==> src/rtl/instr_issue_ctrl_pkg.sv <==
// Shared opcode constants, instruction field positions and the decoded-operand
// record used by the issue controller.
package instr_issue_ctrl_pkg;

  localparam logic [5:0] OP_RTYPE = 6'h00;
  localparam logic [5:0] OP_ADDI  = 6'h08;
  localparam logic [5:0] OP_ANDI  = 6'h0C;
  localparam logic [5:0] OP_ORI   = 6'h0D;
  localparam logic [5:0] OP_LW    = 6'h23;
  localparam logic [5:0] OP_SW    = 6'h2B;
  localparam logic [5:0] OP_BEQ   = 6'h04;

  localparam int OP_HI = 31;
  localparam int OP_LO = 26;
  localparam int RS_HI = 25;
  localparam int RS_LO = 21;
  localparam int RT_HI = 20;
  localparam int RT_LO = 16;
  localparam int RD_HI = 15;
  localparam int RD_LO = 11;

  localparam logic [31:0] NOP_INSTR = 32'h0;

  typedef struct packed {
    logic [4:0] rs;
    logic [4:0] rt;
    logic       rt_use;
    logic [4:0] dest;
    logic       has_dest;
  } dec_t;

endpackage

==> src/rtl/instr_issue_ctrl_fifo.sv <==
// Instruction buffer: power-of-two circular FIFO with an extra pointer bit to
// tell full from empty; flush empties it and drops any same-cycle push.
module instr_fifo #(
  parameter int DEPTH = 4,
  parameter int W     = 32
) (
  input  logic         clk,
  input  logic         rst_n,
  input  logic         push,
  input  logic [W-1:0] wdata,
  input  logic         pop,
  input  logic         flush,
  output logic [W-1:0] rdata,
  output logic         full,
  output logic         empty
);

  localparam int AW = $clog2(DEPTH);
  localparam int PW = AW + 1;

  logic [PW-1:0] wr_ptr_q, wr_ptr_d;
  logic [PW-1:0] rd_ptr_q, rd_ptr_d;
  logic [W-1:0]  mem_q [DEPTH];
  logic          wr_en;

  assign empty = (wr_ptr_q == rd_ptr_q);
  assign full  = (wr_ptr_q[AW] != rd_ptr_q[AW]) &&
                 (wr_ptr_q[AW-1:0] == rd_ptr_q[AW-1:0]);
  assign rdata = mem_q[rd_ptr_q[AW-1:0]];

  always_comb begin
    wr_en    = 1'b0;
    wr_ptr_d = wr_ptr_q;
    rd_ptr_d = rd_ptr_q;
    if (flush) begin
      wr_ptr_d = '0;
      rd_ptr_d = '0;
    end else begin
      if (push && !full) begin
        wr_en    = 1'b1;
        wr_ptr_d = wr_ptr_q + PW'(1);
      end
      if (pop && !empty) begin
        rd_ptr_d = rd_ptr_q + PW'(1);
      end
    end
  end

  always_ff @(posedge clk or negedge rst_n) begin
    if (!rst_n) begin
      wr_ptr_q <= '0;
      rd_ptr_q <= '0;
    end else begin
      wr_ptr_q <= wr_ptr_d;
      rd_ptr_q <= rd_ptr_d;
    end
  end

  // Storage carries data only, so it is left out of reset.
  always_ff @(posedge clk) begin
    if (wr_en) begin
      mem_q[wr_ptr_q[AW-1:0]] <= wdata;
    end
  end

endmodule

==> src/rtl/instr_issue_ctrl.sv <==
// Issue controller: buffers fetched instructions, holds the head back on a RAW
// hazard against in-flight writers, and drives execute_unit with a registered bus.
module instr_issue_ctrl
  import instr_issue_ctrl_pkg::*;
#(
  parameter int FIFO_DEPTH = 4,
  parameter int WB_LAT     = 2,
  parameter int CNT_W      = 16
) (
  input  logic             CLK,
  input  logic             rst,
  input  logic [31:0]      in_instr,
  input  logic             in_valid,
  output logic             in_ready,
  input  logic             flush,
  output logic [31:0]      ex_instr,
  output logic             ex_valid,
  output logic             busy,
  output logic [CNT_W-1:0] issue_cnt,
  output logic [CNT_W-1:0] stall_cnt
);

  localparam int SB_N    = (WB_LAT > 1) ? WB_LAT - 1 : 1;
  localparam bit SB_LIVE = (WB_LAT > 1);

  function automatic dec_t decode(input logic [31:0] ins);
    dec_t       d;
    logic [5:0] op;
    op       = ins[OP_HI:OP_LO];
    d.rs     = ins[RS_HI:RS_LO];
    d.rt     = ins[RT_HI:RT_LO];
    d.rt_use = 1'b0;
    d.dest   = 5'd0;
    case (op)
      OP_RTYPE: begin
        d.rt_use = 1'b1;
        d.dest   = ins[RD_HI:RD_LO];
      end
      OP_ADDI, OP_ANDI, OP_ORI, OP_LW: d.dest = ins[RT_HI:RT_LO];
      OP_SW, OP_BEQ:                   d.rt_use = 1'b1;
      default: ;
    endcase
    d.has_dest = (d.dest != 5'd0);
    return d;
  endfunction

  function automatic logic [CNT_W-1:0] sat_inc(input logic [CNT_W-1:0] v);
    return (&v) ? v : v + CNT_W'(1);
  endfunction

  logic [31:0]      head;
  logic             fifo_full, fifo_empty, pop;
  dec_t             dec;
  logic             hazard;

  logic [31:0]      ex_instr_q, ex_instr_d;
  logic             ex_valid_q, ex_valid_d;
  logic [CNT_W-1:0] issue_cnt_q, issue_cnt_d;
  logic [CNT_W-1:0] stall_cnt_q, stall_cnt_d;
  logic [SB_N-1:0]  sb_v_q, sb_v_d;
  logic [4:0]       sb_dest_q [SB_N];
  logic [4:0]       sb_dest_d [SB_N];

  instr_fifo #(
    .DEPTH (FIFO_DEPTH),
    .W     (32)
  ) u_fifo (
    .clk   (CLK),
    .rst_n (rst),
    .push  (in_valid),
    .wdata (in_instr),
    .pop   (pop),
    .flush (flush),
    .rdata (head),
    .full  (fifo_full),
    .empty (fifo_empty)
  );

  assign dec = decode(head);

  // $0 never matches: a stage only holds a valid entry when its dest is nonzero.
  always_comb begin
    hazard = 1'b0;
    for (int k = 0; k < SB_N; k++) begin
      if (sb_v_q[k] &&
          ((dec.rs != 5'd0 && sb_dest_q[k] == dec.rs) ||
           (dec.rt_use && dec.rt != 5'd0 && sb_dest_q[k] == dec.rt))) begin
        hazard = 1'b1;
      end
    end
  end

  always_comb begin
    pop          = 1'b0;
    ex_instr_d   = NOP_INSTR;
    ex_valid_d   = 1'b0;
    issue_cnt_d  = issue_cnt_q;
    stall_cnt_d  = stall_cnt_q;
    sb_v_d       = '0;
    sb_dest_d[0] = dec.dest;
    for (int k = 1; k < SB_N; k++) begin
      sb_v_d[k]    = sb_v_q[k-1];
      sb_dest_d[k] = sb_dest_q[k-1];
    end
    if (flush) begin
      sb_v_d = '0;
    end else if (!fifo_empty) begin
      if (hazard) begin
        stall_cnt_d = sat_inc(stall_cnt_q);
      end else begin
        pop         = 1'b1;
        ex_instr_d  = head;
        ex_valid_d  = 1'b1;
        sb_v_d[0]   = SB_LIVE && dec.has_dest;
        issue_cnt_d = sat_inc(issue_cnt_q);
      end
    end
  end

  always_ff @(posedge CLK or negedge rst) begin
    if (!rst) begin
      ex_instr_q  <= NOP_INSTR;
      ex_valid_q  <= 1'b0;
      issue_cnt_q <= '0;
      stall_cnt_q <= '0;
      sb_v_q      <= '0;
    end else begin
      ex_instr_q  <= ex_instr_d;
      ex_valid_q  <= ex_valid_d;
      issue_cnt_q <= issue_cnt_d;
      stall_cnt_q <= stall_cnt_d;
      sb_v_q      <= sb_v_d;
    end
  end

  // Destination tags are qualified by sb_v_q, so they need no reset.
  always_ff @(posedge CLK) begin
    for (int k = 0; k < SB_N; k++) begin
      sb_dest_q[k] <= sb_dest_d[k];
    end
  end

  assign in_ready  = !fifo_full;
  assign ex_instr  = ex_instr_q;
  assign ex_valid  = ex_valid_q;
  assign issue_cnt = issue_cnt_q;
  assign stall_cnt = stall_cnt_q;
  assign busy      = !fifo_empty || (|sb_v_q);

endmodule
==> config.mk <==
export PLATFORM = sky130hd
export DESIGN_NAME = instr_issue_ctrl
export DESIGN_NICKNAME = d
export VERILOG_FILES = /design/src/rtl/instr_issue_ctrl_pkg.sv /design/src/rtl/instr_issue_ctrl_fifo.sv /design/src/rtl/instr_issue_ctrl.sv
export SDC_FILE = /design/constraint.sdc
export NUM_CORES = 1
export LEC_CHECK = 0
export BUFFER_PORTS_ARGS = -buffer_cell sky130_fd_sc_hd__buf_4
export CAP_MARGIN = 20
export CORE_ASPECT_RATIO = 0.75
export CORE_MARGIN = 2
export CORE_UTILIZATION = 52
export DETAILED_ROUTE_END_ITERATION = 16
export PLACE_DENSITY = 0.76
export SKIP_LAST_GASP = 1
export SLEW_MARGIN = 0
export SYNTH_ARGS = -nofsm -noshare
export SYNTH_HDL_FRONTEND = slang
export SYNTH_HIERARCHICAL = 1
export SYNTH_SLANG_ARGS = --single-unit
==> constraint.sdc <==
create_clock -name CLK -period 3.4 [get_ports CLK]
set_input_delay 0.68 -clock CLK [delete_from_list [all_inputs] [get_ports CLK]]
set_output_delay 0.68 -clock CLK [all_outputs]
set_load 0.03 [all_outputs]
==> results.toml, run 1 <==
[synthesis]
ys.flop_type = "edfxtp_1"
synth_compound_area_share_pct = 3.03
yosysWarningCount = 6
synth-edff-count = 128
synth_fa_ha_area_share_pct = 1.06
synthSimpleGateAreaFrac_pct = 10.4
synth_area_leaders = "edfxtp_1 47%, dfrtp_1 22%, mux4_2 8.8%, and2_1 2.8%, xnor2_1 2.3%"
synth_area_leader_cell = "edfxtp_1"
synthMuxAreaShare_pct = 9.31
synth.avg_cell_area_um2 = 16.6
syn_nets = 540
synth_top_family_by_area = "simple AND/OR/NAND/NOR gates"
synth_xor_area_share_pct = 4.65
syn_inst = 497
synth.distinct_cells = 54
syn_area_mm2 = 0.00823
synth_top_area_share_pct = 46.7
ys_seq_elements = 205
synth-seq-area-share_pct = 69.9
async_flop_share_pct = 35.1

[power]
clock_power_share_pct = 28.8
swShare_pct = 30.0
pwr-share-seq_pct = 45.5
ir_drop_uv = 444
p_switching_mw = 2.06
pwr-share-comb_pct = 25.7
leakagePower_nw = 3.88
cellPowerDensity_mw_per_mm2 = 696
p_int_mw = 4.81

[grt]
grt_max_degree = 73
grt-ovfl-total = 0
grt_pass1_wl_mm = 25.0
grt_util_all_layers_pct = 19.3
antenna_found_initial = 0
grt_pass1_vias = 4623

[sta]
worst_pin_slew_ns = 0.918
relSlewSlack_pct = 38.8
fin_worst_skew_ns = 0.0156
min_period_ns = 3.21
finalSetupViolations = 0
max_freq_ghz = 0.312
hold_violations = 0
grt_setup_unrepaired = "true"
drv_slew = 0
min_period_over_period_pct = 94.3

[hold_path]
min-delay-path-class = "input pin to async pin"

[place]
hpwl_mm = 10.4
place_congestion = 0.826
io_buffers = 102
dp.cells = 800

[drt]
routed_via_density = 5.51
drt-initial-drc-count = 346
avgRoutedWirePerCell_um = 19.0
remaining_drc_errors = 0
vias = 4606
firstDrtPassIters = 5
finalWirelength_mm = 15.9
antenna_left = 0

[clock_tree]
clock_sinks = 205
cts_htree_levels = 1
clk_latency_ns = 0.50
root_buffer = "clkbuf_16"
cts_inserted_buffers = 20
postCtsHoldBufs = 0
cts_setup_buffers = 0
path_clk_slew_ns = 0.06
clk_path_buf_depth = 3
cts_tree = "built"
cts_resized = 0

[critical_path]
worstSetupPathType = "register to output pin"
arrival_ns = 2.53
cp-start-kind = "register"
crit_fanout = 21
crit_path_start = "u_fifo/rd_ptr_q[1]"
timing.rr.start = "u_fifo/rd_ptr_q[0]"
rrSetupSlack_ns = 0.25
cp.required_ns = 2.72
cp-end-kind = "output pin"

[finish]
synthToLayoutAreaGrowth_pct = 20.0
layout_commonest_cell = "edfxtp_1"
fin_util_pct = 64.2
nNetsFinal = 660
most-common-layout-cells = "128 x edfxtp_1, 113 x buf_4, 71 x dfrtp_1"
fin_cells = 836
drive_gt1_share_pct = 30.1
n_antenna_cell = 0
fillCellCount = 1088

[floorplanning]
start_util_pct = 53.5
die_w_um = 149
rows = 39
io_pins = 103
coreArea_mm2 = 0.0154
die_height_um = 113
die_area_mm2 = 0.0169

[status]
status = "completed"

[flow_run]
drv_cap = 0
routing by layer:
metal,vias up,GRT usage (%),routed length (um)
met1,2309,27.4,7000
met2,161,30.5,7530
met4,0,5.14,163
met5,-,0,0
met3,19,4.60,1200
li1,2117,-,-
power by group through the flow:
stage / sequential [mW] / clock (mW) / combinational (mW)
6_report: 3.13 / 1.98 / 1.77
5_1_grt: 3.15 / 2.14 / 1.90
4_1_cts: 3.13 / 2.03 / 1.78
3_5_place_dp: 3.17 / 0 / 1.77
3_3_place_gp: 3.16 / 0 / 1.73
2_1_floorplan: 3.38 / 0 / 0.914
state kept, by name, summed over array words and instances, names as in the netlist:
| name | cells |
|---|---|
| u_fifo/rd_ptr_q | 3 |
| u_fifo/mem_q | 128 |
| stall_cnt | 16 |
| ex_valid | 1 |
| issue_cnt | 16 |
| u_fifo/wr_ptr_q | 3 |
| sb_v_q | 1 |
| ex_instr | 32 |
| sb_dest_q | 5 |
final cells by class:
cell class	instances	area [um^2]	share of cell area (%)
sequential	205	5750	58.2
timing repair buffer	115	888	9.00
inverter	11	41.3	0.418
multi-input combinational	264	2350	23.8
clock buffer	32	556	5.63
clock inverter	4	30.0	0.304
tap	205	256	2.60
Yosys cell counts (3+ instances only):
cell	n
nor3_1	6
nor4_1	4
nand3_1	18
xnor2_1	22
nand2b_1	3
or2_2	3
clkbuf_1	6
or3_1	3
xor2_1	18
o21ai_0	4
edfxtp_1	128
buf_2	7
nand4_1	13
and2_1	37
dfrtp_1	72
a21oi_1	4
and3_1	10
mux4_2	32
nand2_1	16
ha_1	7
nor2_1	20
mux2_2	4
inv_1	11
a22o_1	5
dfxtp_1	5
worst max-delay path: stages (launching register included):
cell      delay, ns
dfrtp_1        0.57
buf_12         0.26
xnor2_1        0.37
nand2_1        0.23
nor2_2         0.28
nand2b_1       0.13
buf_4          0.19
logic make-up after synthesis:
group           after synthesis
fa+ha+maj                     7
buf+inv                      28
compound gates               31
simple gates                148
flops                       205
mux                          36
xor+xnor                     42
per-stage QoR:
step / hold WS (ns) / TNS (ns) / total power [mW] / worst slack [ns] / instance area (um^2)
3_3_place_gp: 0.484 / 0 / 4.89 / 0.249 / 9280
4_1_cts: 0.356 / 0 / 6.94 / 0.0773 / 9860
3_5_place_dp: 0.498 / 0 / 4.94 / 0.207 / 9280
2_1_floorplan: 0.384 / 0 / 4.29 / 0.186 / 8230
5_1_grt: 0.361 / -0.0715 / 7.19 / -0.0715 / 9870
6_report: 0.330 / 0 / 6.87 / 0.192 / 9870
final timing paths:
check / to / cells after the start
max: busy / 6
min: stall_cnt[2] / 1
max reg2reg: issue_cnt[1] / 9
min reg2reg: issue_cnt[6] / 1
max in group asynchronous: u_fifo/rd_ptr_q[0] / 1
min in group CLK: u_fifo/mem_q[2][15] / 1
(Power assumes the default switching activity.)
==> inputs of run 2 (changes only) <==
- CORE_UTILIZATION: 52 -> 56
- PLACE_DENSITY: 0.76 -> 0.77
- clock period: 3.4 -> 3.6 ns (I/O delays scaled with it)
==> run 2 against run 1 <==
Non-clock buffer count decreased by 1. Core utilization rose by 5.0 points. Critical path depth grew 1. Sequential cell count is the same. Sequential share of layout area decreased by 0.56 points. Combinational power fell by 7%. Global-route usage rose by 1.5 points. Register-to-register slack improved by 0.15 ns. Sequential power down 6%. Hold slack better by 0.020 ns. Clock-buffer cell count is 6 lower. First-iteration DRC count grew 5.2%. Critical endpoint unchanged. Highest routed layer unchanged.
==> results.toml, run 2 (synthesized netlist as in run 1, its figures left out) <==
[clock_tree]
postCtsHoldBufs = 0
clk_latency_ns = 0.50
cts_inserted_buffers = 20
cts_setup_buffers = 0
cts_htree_levels = 1
clk_path_buf_depth = 3
cts_tree = "built"
path_clk_slew_ns = 0.06
root_buffer = "clkbuf_16"
clock_sinks = 205

[drt]
routed_via_density = 5.58
remaining_drc_errors = 0
vias = 4631
drt-initial-drc-count = 364
antenna_left = 0
avgRoutedWirePerCell_um = 19.2
finalWirelength_mm = 15.9
firstDrtPassIters = 5

[status]
status = "completed"

[grt]
grt-ovfl-total = 0
grt_util_all_layers_pct = 20.8
grt_pass1_vias = 4697
grt_max_degree = 73
grt_pass1_wl_mm = 24.7
antenna_found_initial = 0

[floorplanning]
die_w_um = 144
die_area_mm2 = 0.0157
start_util_pct = 57.1
die_height_um = 109
coreArea_mm2 = 0.0144
rows = 38
io_pins = 103

[critical_path]
cp.required_ns = 2.88
crit_top_cell = "buf_4"
cp-start-kind = "register"
arrival_ns = 2.66
worstSetupPathType = "register to output pin"
crit_fanout = 23
crit_chain = "buf_4, buf_4, xnor2_1, nand2_1, nor2_1, nand2b_1, buf_4"
cp_slowest_cell = "nor2_1"
critical_path.max_stage_delay_ns = 0.38
cp-end-kind = "output pin"

[sta]
finalWorstSetupSlack_ns = 0.216
hold_violations = 0
fin_hold_ws_ns = 0.350
finalSetupViolations = 0
relSlewSlack_pct = 38.4
tns_ns = 0
min_period_over_period_pct = 94.0
min_period_ns = 3.38
fin_worst_skew_ns = 0.0140
worst_pin_slew_ns = 0.924
drv_slew = 0
max_freq_ghz = 0.296
grt_setup_unrepaired = "false"

[place]
place_congestion = 0.812
place_ws_ns = 0.282
hpwl_mm = 10.6
io_buffers = 102

[finish]
nNetsFinal = 659
largest_reg_flops = 128
most-common-layout-cells = "128 x edfxtp_1, 110 x buf_4, 71 x dfrtp_1"
fillCellCount = 945
drive_gt1_share_pct = 31.0
layout_commonest_cell = "edfxtp_1"
synthToLayoutAreaGrowth_pct = 21.2
n_antenna_cell = 0
fin_util_pct = 69.2

[power]
leakagePower_nw = 3.93
ir_drop_uv = 438
cellPowerDensity_mw_per_mm2 = 673

[hold_path]
min-delay-path-class = "input pin to async pin"

[flow_run]
drv_cap = 0
-- run 2: cell types whose count changed in the layout (fill, tap and decap cells not counted), moves of 2 or more --
cell,change
buf_4,-3
buf_12,+2
clkinv_2,+2
clkbuf_1,-8
bufinv_16,+2
-- run 2: routing by layer --
metal  wire length [um]  vias up  global-route usage [%]
met5                  0        -                       0
li1                   -     2112                       -
met4                371        0                    6.02
met1               6870     2355                    29.0
met3                884       29                    3.47
met2               7780      135                    34.6
-- run 2: through the flow --
stage,std cells,area [um^2],power (mW)
final,830,9970,6.71
after global routing,830,9970,6.99
after CTS,830,9970,6.77
after detailed placement,794,9290,4.65
after global placement,794,9290,4.60
after floorplan,497,8230,4.05
-- run 2: repair_timing --
action	4_1_cts	5_1_grt
endpoints found under the hold margin	0	0
setup endpoints to repair	0	2
gates resized for setup	0	1
-- run 2: path summary, 6_finish.rpt --
path / to / startpoint / slack, ns / depth (start not counted)
max: busy / u_fifo/rd_ptr_q[1] / 0.22 / 7
min in group CLK: u_fifo/mem_q[2][15] / in_instr[15] / 0.42 / 1
min reg2reg: stall_cnt[14] / stall_cnt[14] / 0.50 / 1
min: stall_cnt[4] / rst / 0.35 / 1
max in group asynchronous: u_fifo/rd_ptr_q[0] / rst / 2.55 / 1
max reg2reg: u_fifo/rd_ptr_q[0] / u_fifo/rd_ptr_q[0] / 0.40 / 9
-- run 2: area by class of cell --
class | count | area (um^2) | area share (%)
multi-input combinational | 264 | 2340 | 23.5
timing repair buffer | 114 | 906 | 9.09
clock buffer | 26 | 564 | 5.66
sequential | 205 | 5750 | 57.7
clock inverter | 10 | 114 | 1.14
inverter | 11 | 41.3 | 0.414
tap | 200 | 250 | 2.51
-- run 2: where the power goes --
group,internal [mW],switching (mW)
logic,0.693,0.954
clock network,1.26,0.857
registers,2.78,0.171
-- run 2: critical path: cells and delay by family, from the launching register on --
| kind | cells | cell delay [ns] |
|---|---|---|
| buf+inv | 3 | 0.84 |
| simple gates | 3 | 0.73 |
| flops | 1 | 0.32 |
| xor+xnor | 1 | 0.26 |
==> inputs of run 3 (changes only) <==
- PLACE_DENSITY: 0.77 -> 0.78
- SYNTH_HIERARCHICAL: 1 -> unset
==> run 3 against run 2 <==
Critical path depth unchanged. Clock power about the same. Non-clock buffer count up 1. Largest power group unchanged. Critical path type is now register to register. Wire length up 0.28%. Setup slack better by 0.13 ns. Register-to-register slack worse by 0.06 ns.
==> results.toml, run 3 <==
[status]
status = "completed"

[clock_tree]
clock_sinks = 205
postCtsHoldBufs = 0
cts_htree_levels = 1
cts_resized = 0
root_buffer = "clkbuf_16"
cts_setup_buffers = 0
path_clk_slew_ns = 0.06
cts_inserted_buffers = 20
clk_path_buf_depth = 3
clk_latency_ns = 0.49
cts_tree = "built"

[grt]
grt_max_degree = 73
antenna_found_initial = 0
grt-ovfl-total = 0
grt_pass1_wl_mm = 25.2
grt_util_all_layers_pct = 21.3
grt_pass1_vias = 4636

[synthesis]
synth.distinct_cells = 49
synth_area_leaders = "edfxtp_1 47%, dfrtp_1 22%, mux4_2 8.3%, xor2_1 3.1%, and2_1 2.6%"
synth-seq-area-share_pct = 70.9
synth_top_area_share_pct = 47.5
yosysMostFrequentCell = "edfxtp_1"
syn_inst = 481
ys_seq_elements = 205
ys.flop_type = "edfxtp_1"
yosysWarningCount = 0
synth.avg_cell_area_um2 = 16.8
syn_nets = 524
synth.top_cells.by_count = "128 x edfxtp_1, 72 x dfrtp_1, 34 x and2_1"
synth-edff-count = 128
async_flop_share_pct = 35.1
synth_area_leader_cell = "edfxtp_1"
syn_area_mm2 = 0.00810

[place]
dpl_cell_area_mm2 = 0.00910
io_buffers = 102
hpwl_mm = 10.2
place_congestion = 0.803

[sta]
relSlewSlack_pct = 37.9
max_freq_ghz = 0.307
tns_ns = 0
fin_worst_skew_ns = 0.0140
hold_violations = 0
drv_slew = 0
min_period_over_period_pct = 90.5
worst_pin_slew_ns = 0.932
finalSetupViolations = 0
grt_setup_unrepaired = "false"
min_period_ns = 3.26

[finish]
n_antenna_cell = 0
fin_util_pct = 68.2
drive_gt1_share_pct = 29.3
multi_input_area_mm2 = 0.00221
largest_reg_flops = 128
fillCellCount = 948
design_area_mm2 = 0.00976
most-common-layout-cells = "128 x edfxtp_1, 115 x buf_4, 71 x dfrtp_1"
nNetsFinal = 646
layout_commonest_cell = "edfxtp_1"
seqCellArea_mm2 = 0.00575
synthToLayoutAreaGrowth_pct = 20.5

[drt]
finalWirelength_mm = 16.0
routed_via_density = 5.58
firstDrtPassIters = 5
drt-initial-drc-count = 304
remaining_drc_errors = 0
avgRoutedWirePerCell_um = 19.5
vias = 4561
antenna_left = 0

[floorplanning]
die_height_um = 108
io_pins = 103
die_w_um = 143
coreArea_mm2 = 0.0143
start_util_pct = 56.6
rows = 38
die_area_mm2 = 0.0155

[critical_path]
crit_fanout = 15
arrival_ns = 3.62
cp-end-kind = "register"
worstSetupPathType = "register to register"
cp.required_ns = 3.97
cp-start-kind = "register"

[power]
ir_drop_uv = 493
cellPowerDensity_mw_per_mm2 = 674
leakagePower_nw = 3.98

[flow_run]
drv_cap = 0

[hold_path]
min-delay-path-class = "input pin to async pin"
==> run 3: changes by cell type after synthesis, moves of 4 or more <==
cell and delta:
nand4_1 -8, inv_1 -4, xor2_1 +11, buf_2 -4
xnor2_1 -8, nand2_1 +6, mux2_2 -4, nor3_1 +6
nor2_1 +4
==> run 3: worst max-delay path: stages (launching register included) <==
cell and delay (ns):
dfrtp_2 0.63, mux4_1 0.67, and4b_1 0.22, a22oi_1 0.27, and4bb_1 0.24, o21ai_2 0.58, nor2_1 0.17, mux2_1 0.34
==> run 3: where the power goes <==
| part | leakage (nW) | internal, mW | switching, mW |
|---|---|---|---|
| sequential | 2.17 | 2.72 | 0.176 |
| clock | 0.318 | 1.23 | 0.847 |
| combinational | 1.49 | 0.689 | 0.915 |
==> run 3: stage by stage <==
stage | power [mW] | setup WS (ns) | cells | hold slack, ns
2_1_floorplan | 4.04 | 0.573 | 481 | 0.424
5_1_grt | 6.86 | 0.107 | 817 | 0.415
3_5_place_dp | 4.55 | 0.321 | 781 | 0.488
4_1_cts | 6.63 | 0.295 | 817 | 0.414
6_report | 6.58 | 0.341 | 817 | 0.380
3_3_place_gp | 4.52 | 0.392 | 781 | 0.476
==> run 3: per-layer routing <==
layer / vias up / GRT usage (%) / wire length, um
li1: 2045 / - / -
met1: 2357 / 30.0 / 7040
met2: 133 / 35.8 / 7820
met3: 26 / 3.90 / 821
met4: 0 / 4.31 / 271
met5: - / 0 / 0
==> run 3: cell families after synthesis <==
| group | synth area share [%] |
|---|---|
| fa+ha+maj | 1.08 |
| xor+xnor | 4.65 |
| compound gates | 1.73 |
| flops | 70.9 |
| mux | 9.53 |
| buf+inv | 1.76 |
| simple gates | 10.3 |
==> run 3: area by class of cell <==
| class | count | area share (%) |
|---|---|---|
| clock buffers | 32 | 6.23 |
| clock inverters | 4 | 0.449 |
| inverters | 8 | 0.333 |
| multi-input cells | 253 | 22.7 |
| flip-flops and latches | 205 | 58.9 |
| well taps | 200 | 2.57 |
| repair buffers | 115 | 8.85 |
==> run 3: final timing paths <==
| kind | depth (start not counted) | endpoint | from | slack (ns) |
|---|---|---|---|---|
| worst max register to register | 7 | stall_cnt[1] | u_fifo.rd_ptr_q[0] | 0.34 |
| worst min register to register | 1 | stall_cnt[11] | stall_cnt[11] | 0.49 |
| max in group asynchronous | 1 | u_fifo.rd_ptr_q[0] | rst | 2.56 |
| worst min-delay path | 1 | issue_cnt[3] | rst | 0.38 |
| min in group CLK | 1 | u_fifo.mem_q[3][0] | in_instr[0] | 0.43 |
| worst max-delay path | 7 | stall_cnt[1] | u_fifo.rd_ptr_q[0] | 0.34 |
